==> src/rtl/hex_scroll_ctrl_if.sv <==
// Switch/key controls and HEX/LED display drive for hex_scroll_ctrl.
// The board-side block drives the controls; the controller drives the displays.
interface hex_scroll_ctrl_if;
    logic       fr_run;
    logic       fr_dir;
    logic       fr_clear;
    logic       fr_wr_en;
    logic [2:0] fr_wr_addr;
    logic [2:0] fr_wr_char;
    logic [7:0] to_HEX0;
    logic [7:0] to_HEX1;
    logic [7:0] to_HEX2;
    logic [7:0] to_HEX3;
    logic [7:0] to_HEX4;
    logic [7:0] to_HEX5;
    logic [9:0] to_LEDR;

    modport master (
        output fr_run, fr_dir, fr_clear, fr_wr_en, fr_wr_addr, fr_wr_char,
        input  to_HEX0, to_HEX1, to_HEX2, to_HEX3, to_HEX4, to_HEX5, to_LEDR
    );

    modport slave (
        input  fr_run, fr_dir, fr_clear, fr_wr_en, fr_wr_addr, fr_wr_char,
        output to_HEX0, to_HEX1, to_HEX2, to_HEX3, to_HEX4, to_HEX5, to_LEDR
    );
endinterface

==> src/rtl/hex_scroll_ctrl.sv <==
// Scrolls a 6-character window over an 8-slot message buffer onto HEX5..HEX0,
// stepping the window once every TICK_DIV clocks while scrolling is enabled.
module hex_scroll_ctrl #(
    parameter int TICK_DIV = 50000000,
    parameter int CNT_W    = 26
) (
    input  logic              fr_CLOCK_50,
    input  logic              fr_KEY0,
    hex_scroll_ctrl_if.slave  bus
);
    typedef enum logic [1:0] {
        ST_BLANK  = 2'b00,
        ST_HOLD   = 2'b01,
        ST_SCROLL = 2'b10
    } state_t;

    state_t             state_q, state_d;
    logic [CNT_W-1:0]   cnt_q, cnt_d;
    logic               tick_q, tick_d;
    logic [2:0]         offset_q, offset_d;
    logic [2:0]         msg_q [8];
    logic [7:0]         hex_q [6];
    logic [7:0]         hex_d [6];
    logic               terminal;

    assign terminal = (cnt_q == CNT_W'(TICK_DIV - 1));

    function automatic logic [7:0] seg_of(input logic [2:0] code);
        case (code)
            3'd0:    seg_of = 8'hA1;
            3'd1:    seg_of = 8'h86;
            3'd2:    seg_of = 8'hF9;
            3'd3:    seg_of = 8'hC0;
            default: seg_of = 8'hFF;
        endcase
    endfunction

    // State register
    always_ff @(posedge fr_CLOCK_50 or negedge fr_KEY0) begin
        if (!fr_KEY0) begin
            state_q <= ST_BLANK;
        end else begin
            state_q <= state_d;
        end
    end

    // Next-state logic
    always_comb begin
        state_d = state_q;
        if (bus.fr_clear) begin
            state_d = ST_BLANK;
        end else begin
            case (state_q)
                ST_BLANK: begin
                    if (bus.fr_run)
                        state_d = ST_SCROLL;
                    else if (bus.fr_wr_en)
                        state_d = ST_HOLD;
                end
                ST_HOLD: begin
                    if (bus.fr_run)
                        state_d = ST_SCROLL;
                end
                ST_SCROLL: begin
                    if (!bus.fr_run)
                        state_d = ST_HOLD;
                end
                default: state_d = ST_BLANK;
            endcase
        end
    end

    // Output/datapath logic: prescaler only runs while scrolling stays enabled,
    // so dropping fr_run on the terminal count suppresses that tick.
    always_comb begin
        cnt_d    = '0;
        tick_d   = 1'b0;
        offset_d = offset_q;
        if (bus.fr_clear) begin
            offset_d = 3'd0;
        end else if (state_q == ST_SCROLL && bus.fr_run) begin
            if (terminal) begin
                tick_d   = 1'b1;
                offset_d = bus.fr_dir ? (offset_q - 3'd1) : (offset_q + 3'd1);
            end else begin
                cnt_d = cnt_q + CNT_W'(1);
            end
        end
    end

    generate
        for (genvar gi = 0; gi < 6; gi++) begin : g_window
            logic [2:0] slot;
            assign slot      = offset_q + 3'(5 - gi);
            assign hex_d[gi] = (state_q == ST_BLANK) ? 8'hFF : seg_of(msg_q[slot]);
        end
    endgenerate

    always_ff @(posedge fr_CLOCK_50 or negedge fr_KEY0) begin
        if (!fr_KEY0) begin
            cnt_q    <= '0;
            tick_q   <= 1'b0;
            offset_q <= 3'd0;
            for (int i = 0; i < 8; i++) begin
                msg_q[i] <= (i < 4) ? 3'(i) : 3'd4;
            end
            for (int i = 0; i < 6; i++) begin
                hex_q[i] <= 8'hFF;
            end
        end else begin
            cnt_q    <= cnt_d;
            tick_q   <= tick_d;
            offset_q <= offset_d;
            // A write coinciding with clear is dropped.
            if (bus.fr_wr_en && !bus.fr_clear) begin
                msg_q[bus.fr_wr_addr] <= bus.fr_wr_char;
            end
            for (int i = 0; i < 6; i++) begin
                hex_q[i] <= hex_d[i];
            end
        end
    end

    assign bus.to_HEX0 = hex_q[0];
    assign bus.to_HEX1 = hex_q[1];
    assign bus.to_HEX2 = hex_q[2];
    assign bus.to_HEX3 = hex_q[3];
    assign bus.to_HEX4 = hex_q[4];
    assign bus.to_HEX5 = hex_q[5];
    assign bus.to_LEDR = {4'b0000, tick_q, state_q, offset_q};
endmodule

==> src/flat_wrapper.sv <==
// flat-port wrapper written by rule: the top's interface ports become plain ports
module hex_scroll_ctrl_flat 
#(
    parameter int TICK_DIV = 50000000,
    parameter int CNT_W    = 26
)
  (fr_CLOCK_50, fr_KEY0, bus_fr_run, bus_fr_dir, bus_fr_clear, bus_fr_wr_en, bus_fr_wr_addr, bus_fr_wr_char, bus_to_HEX0, bus_to_HEX1, bus_to_HEX2, bus_to_HEX3, bus_to_HEX4, bus_to_HEX5, bus_to_LEDR);
  hex_scroll_ctrl_if bus_i ();
  input  logic fr_CLOCK_50;
  input  logic fr_KEY0;
  input wire logic [$bits(bus_i.fr_run)-1:0] bus_fr_run;
  input wire logic [$bits(bus_i.fr_dir)-1:0] bus_fr_dir;
  input wire logic [$bits(bus_i.fr_clear)-1:0] bus_fr_clear;
  input wire logic [$bits(bus_i.fr_wr_en)-1:0] bus_fr_wr_en;
  input wire logic [$bits(bus_i.fr_wr_addr)-1:0] bus_fr_wr_addr;
  input wire logic [$bits(bus_i.fr_wr_char)-1:0] bus_fr_wr_char;
  output wire logic [$bits(bus_i.to_HEX0)-1:0] bus_to_HEX0;
  output wire logic [$bits(bus_i.to_HEX1)-1:0] bus_to_HEX1;
  output wire logic [$bits(bus_i.to_HEX2)-1:0] bus_to_HEX2;
  output wire logic [$bits(bus_i.to_HEX3)-1:0] bus_to_HEX3;
  output wire logic [$bits(bus_i.to_HEX4)-1:0] bus_to_HEX4;
  output wire logic [$bits(bus_i.to_HEX5)-1:0] bus_to_HEX5;
  output wire logic [$bits(bus_i.to_LEDR)-1:0] bus_to_LEDR;
  assign bus_i.fr_run = bus_fr_run;
  assign bus_i.fr_dir = bus_fr_dir;
  assign bus_i.fr_clear = bus_fr_clear;
  assign bus_i.fr_wr_en = bus_fr_wr_en;
  assign bus_i.fr_wr_addr = bus_fr_wr_addr;
  assign bus_i.fr_wr_char = bus_fr_wr_char;
  assign bus_to_HEX0 = bus_i.to_HEX0;
  assign bus_to_HEX1 = bus_i.to_HEX1;
  assign bus_to_HEX2 = bus_i.to_HEX2;
  assign bus_to_HEX3 = bus_i.to_HEX3;
  assign bus_to_HEX4 = bus_i.to_HEX4;
  assign bus_to_HEX5 = bus_i.to_HEX5;
  assign bus_to_LEDR = bus_i.to_LEDR;
  hex_scroll_ctrl #(.TICK_DIV(TICK_DIV), .CNT_W(CNT_W)) u_core (.fr_CLOCK_50(fr_CLOCK_50), .fr_KEY0(fr_KEY0), .bus(bus_i));
endmodule
==> config.mk <==
export PLATFORM = sky130hd
export DESIGN_NAME = hex_scroll_ctrl_flat
export DESIGN_NICKNAME = d
export VERILOG_FILES = /design/src/rtl/hex_scroll_ctrl_if.sv /design/src/rtl/hex_scroll_ctrl.sv /design/src/flat_wrapper.sv
export SDC_FILE = /design/constraint.sdc
export NUM_CORES = 1
export LEC_CHECK = 0
export CAP_MARGIN = 25
export CORE_MARGIN = 8
export CORE_UTILIZATION = 59
export DETAILED_ROUTE_END_ITERATION = 8
export PLACE_DENSITY = 0.92
export SYNTH_ARGS = -nofsm -noshare
export SYNTH_HDL_FRONTEND = slang
export SYNTH_SLANG_ARGS = --single-unit
==> constraint.sdc <==
create_clock -name fr_CLOCK_50 -period 5 [get_ports fr_CLOCK_50]
set_clock_uncertainty 0.15 [all_clocks]
set_input_delay 1 -clock fr_CLOCK_50 [delete_from_list [all_inputs] [get_ports fr_CLOCK_50]]
set_output_delay 1 -clock fr_CLOCK_50 [all_outputs]
set_load 0.1 [all_outputs]
==> impl_metrics.py <==
metrics = {
    "status": {
        "status": "finished, final reports clean",
    },
    "drt": {
        "firstDrtPassIters": 4,
        "drc_errors": 0,
        "via_count": 3104,
        "antenna_left": 0,
        "wl_per_cell_microns": 17.5,
        "dr.first_iter.drc_count": 337,
        "wl_mm": 9.18,
        "via_per_inst": 5.92,
    },
    "sta": {
        "setup_viol": 0,
        "slew_viol_final": 0,
        "fmax_mhz": 283,
        "whs_ps": 305,
        "finalCritPeriodShare": 0.706,
        "rsz0062_at_grt": "false",
        "hold_viol_final": 0,
        "worstMarginPinSlew_ps": 1020,
        "setup_tns_ps": 0,
        "fin_crit_ps": 3530,
        "slew_headroom": 0.320,
    },
    "floorplan": {
        "core-area_sq_um": 7570,
        "die-area_sq_um": 10700,
        "start_util": 0.597,
        "die_y_microns": 103,
        "num_rows": 32,
        "die_x_microns": 103,
        "ios": 70,
    },
    "critical_path": {
        "worst_ep_required_time_ps": 3850,
        "crit_chain": "clkdlybuf4s50_1",
        "cpPeakStageDelay_ps": 1260,
        "cp_max_fo": 14,
        "start_kind": "register",
        "critPathCaptureType": "output port",
        "path_buf_inv": 1,
        "crit_family": "buffers and inverters",
        "worstSetupPathType": "register to output port",
        "arrival_ps": 2380,
        "slowest_stage": "clkdlybuf4s50_1",
    },
    "grt": {
        "grt_pass1_vias": 3026,
        "antenna_found_initial": 0,
        "globalRouteOverflowTotal": 0,
        "grt_usage": 0.184,
        "grt_pass1_wl_mm": 15.1,
        "grt_max_degree": 81,
    },
    "power_and_ir_drop": {
        "cellPowerDensity_nw_per_um2": 375,
        "peakVddDrop_mv": 0.217,
        "combPwrFrac": 0.360,
        "switchingPower_w": 0.000779,
        "leakagePower_nw": 1.98,
        "p_sw_frac": 0.405,
        "seqPwrFrac": 0.430,
        "clock_power_share": 0.210,
        "internal_power_w": 0.00115,
    },
    "worst_hold_path": {
        "min_path_type": "register to register",
    },
    "clock_tree": {
        "cts_resized": 0,
        "cts_tree": "done",
        "cts_hold_buf": 0,
        "path_clk_slew_ps": 80,
        "root_buffer": "clkbuf_8",
        "cts.sink_count": 80,
        "htreeDepth": 3,
        "postCtsSetupBuffers": 0,
        "clk_latency_ps": 360,
        "cts.path.max_buffers": 2,
        "numCtsBuffers": 9,
    },
    "synthesis": {
        "synth_enable_flop_cells": 0,
        "yosysSeqAreaShare": 0.452,
        "yosysWarnings": 0,
        "synthArstFlopShare": 1.00,
        "synth.avg_cell_area_sq_um": 11.8,
        "ys_top_cells_by_area": "dfrtp_1 27%, dfstp_2 19%, mux4_2 10%",
        "synth_ff_type": "dfrtp_1",
        "synth_seq_cells": 80,
        "yosys.cell_types.count": 45,
        "synth_top_area_frac": 0.266,
        "synth_area_leader_cell": "dfrtp_1",
        "syn_inst": 382,
        "synth_area_sq_um": 4510,
    },
    "placement": {
        "port-buffer-count": 59,
        "dpl.hpwl_mm": 6.80,
        "place_congestion": 0.836,
        "post_dp_cell_area_sq_um": 4970,
    },
    "final_layout": {
        "fin_nets": 432,
        "layout-drive-gt1-share": 0.270,
        "finalInstanceArea_sq_um": 5130,
        "final_cell_mix": "58 x clkdlybuf4s50_1, 48 x dfrtp_1, 36 x mux2_2, 32 x dfstp_2, 29 x nand2_1",
        "num_antenna_cells": 0,
        "fillers": 504,
        "area_growth_pct": 13.6,
        "final_common_cell": "clkdlybuf4s50_1",
    },
    "flow_run": {
        "drv_cap": 0,
    },
}
==> sequential cells by signal, summed over array words and instances, names as in the netlist <==
register,count
u_core.bus.to_HEX1,4
u_core.bus.to_HEX0,4
u_core.cnt_q,26
u_core.bus.to_HEX2,4
u_core.bus.to_HEX5,4
u_core.state_q,2
u_core.bus.to_HEX4,4
u_core.tick_q,1
u_core.msg_q,24
u_core.offset_q,3
u_core.bus.to_HEX3,4
==> cell type report <==
cell class	count	area, sq um	area share
Multi-Input combinational cell	260	2180	0.425
Sequential cell	80	2040	0.398
Timing Repair Buffer	60	596	0.116
Clock buffer	15	156	0.0305
Tap cell	102	128	0.0249
Inverter	6	22.5	0.00439
Clock inverter	1	5.00	0.000976
==> cells in the mapped netlist, drive strengths merged, types with 5 or more instances <==
library cell  number
mux2              36
and2               8
mux4              20
inv                5
and4               5
nand4             11
nor2              20
buf               40
mux2i             13
xor2              15
dfstp             32
or4                7
nand3             13
a21oi             14
o31ai              8
or3                6
nand2             29
o21ai             12
dfrtp             48
==> per-layer routing <==
metal  GRT usage  part of all wire  vias to the layer above
li1            -                 -                     1435
met1       0.238              0.41                     1524
met2       0.289              0.48                      134
met3      0.0535             0.093                       11
met4      0.0601             0.016                        0
met5           0                 0                        -
==> path summary, 6_finish.rpt <==
check / cells after the start / end / startpoint / slack, ps
min in group asynchronous: 1 / u_core.msg_q[15] / fr_KEY0 / 650
max in group asynchronous: 1 / u_core.cnt_q[3] / fr_KEY0 / 3470
min: 1 / u_core.cnt_q[0] / u_core.cnt_q[0] / 310
min reg2reg: 1 / u_core.cnt_q[0] / u_core.cnt_q[0] / 310
max reg2reg: 6 / u_core.bus.to_HEX4[4] / u_core.offset_q[1] / 2180
max: 1 / bus_to_LEDR[1] / u_core.offset_q[1] / 1470
==> cell families (layout without fill, tap and decap cells) <==
kind of cell / count (synthesis) / count (layout) / share of synthesized area
flops: 80 / 80 / 0.452
other cells: 2 / 10 / 0.00166
compound gates: 42 / 42 / 0.0604
mux: 69 / 69 / 0.218
xor+xnor: 17 / 17 / 0.0330
simple gates: 119 / 119 / 0.154
fa+ha+maj: 3 / 3 / 0.00832
buf+inv: 50 / 82 / 0.0718
==> power by group through the flow <==
stage | Combinational (W) | Clock (W) | Sequential [W]
after floorplan | 0.000386 | 0 | 0.00101
after global placement | 0.000683 | 0 | 0.000823
after detailed placement | 0.000694 | 0 | 0.000837
after CTS | 0.000696 | 0.000414 | 0.000826
after global routing | 0.000722 | 0.000444 | 0.000839
final | 0.000693 | 0.000404 | 0.000828
==> per-stage QoR <==
step                      std cells  worst slack [ps]  utilization  total power, W
after detailed placement        508              1820        0.656         0.00153
after global placement          508              1830        0.656         0.00151
final                           524              1470        0.678         0.00193
after floorplan                 390              1620            -         0.00139
after CTS                       524              1440        0.678         0.00194
after global routing            524              1350        0.678         0.00200
==> worst register-to-register path, cell delays in order, from the launching register on <==
cell and delay, ps:
dfrtp_1 760, inv_1 200, ha_1 610, mux4_2 400, and2_1 170, a211oi_2 290
o21ai_1 140
Power figures use the tool's default switching activity.
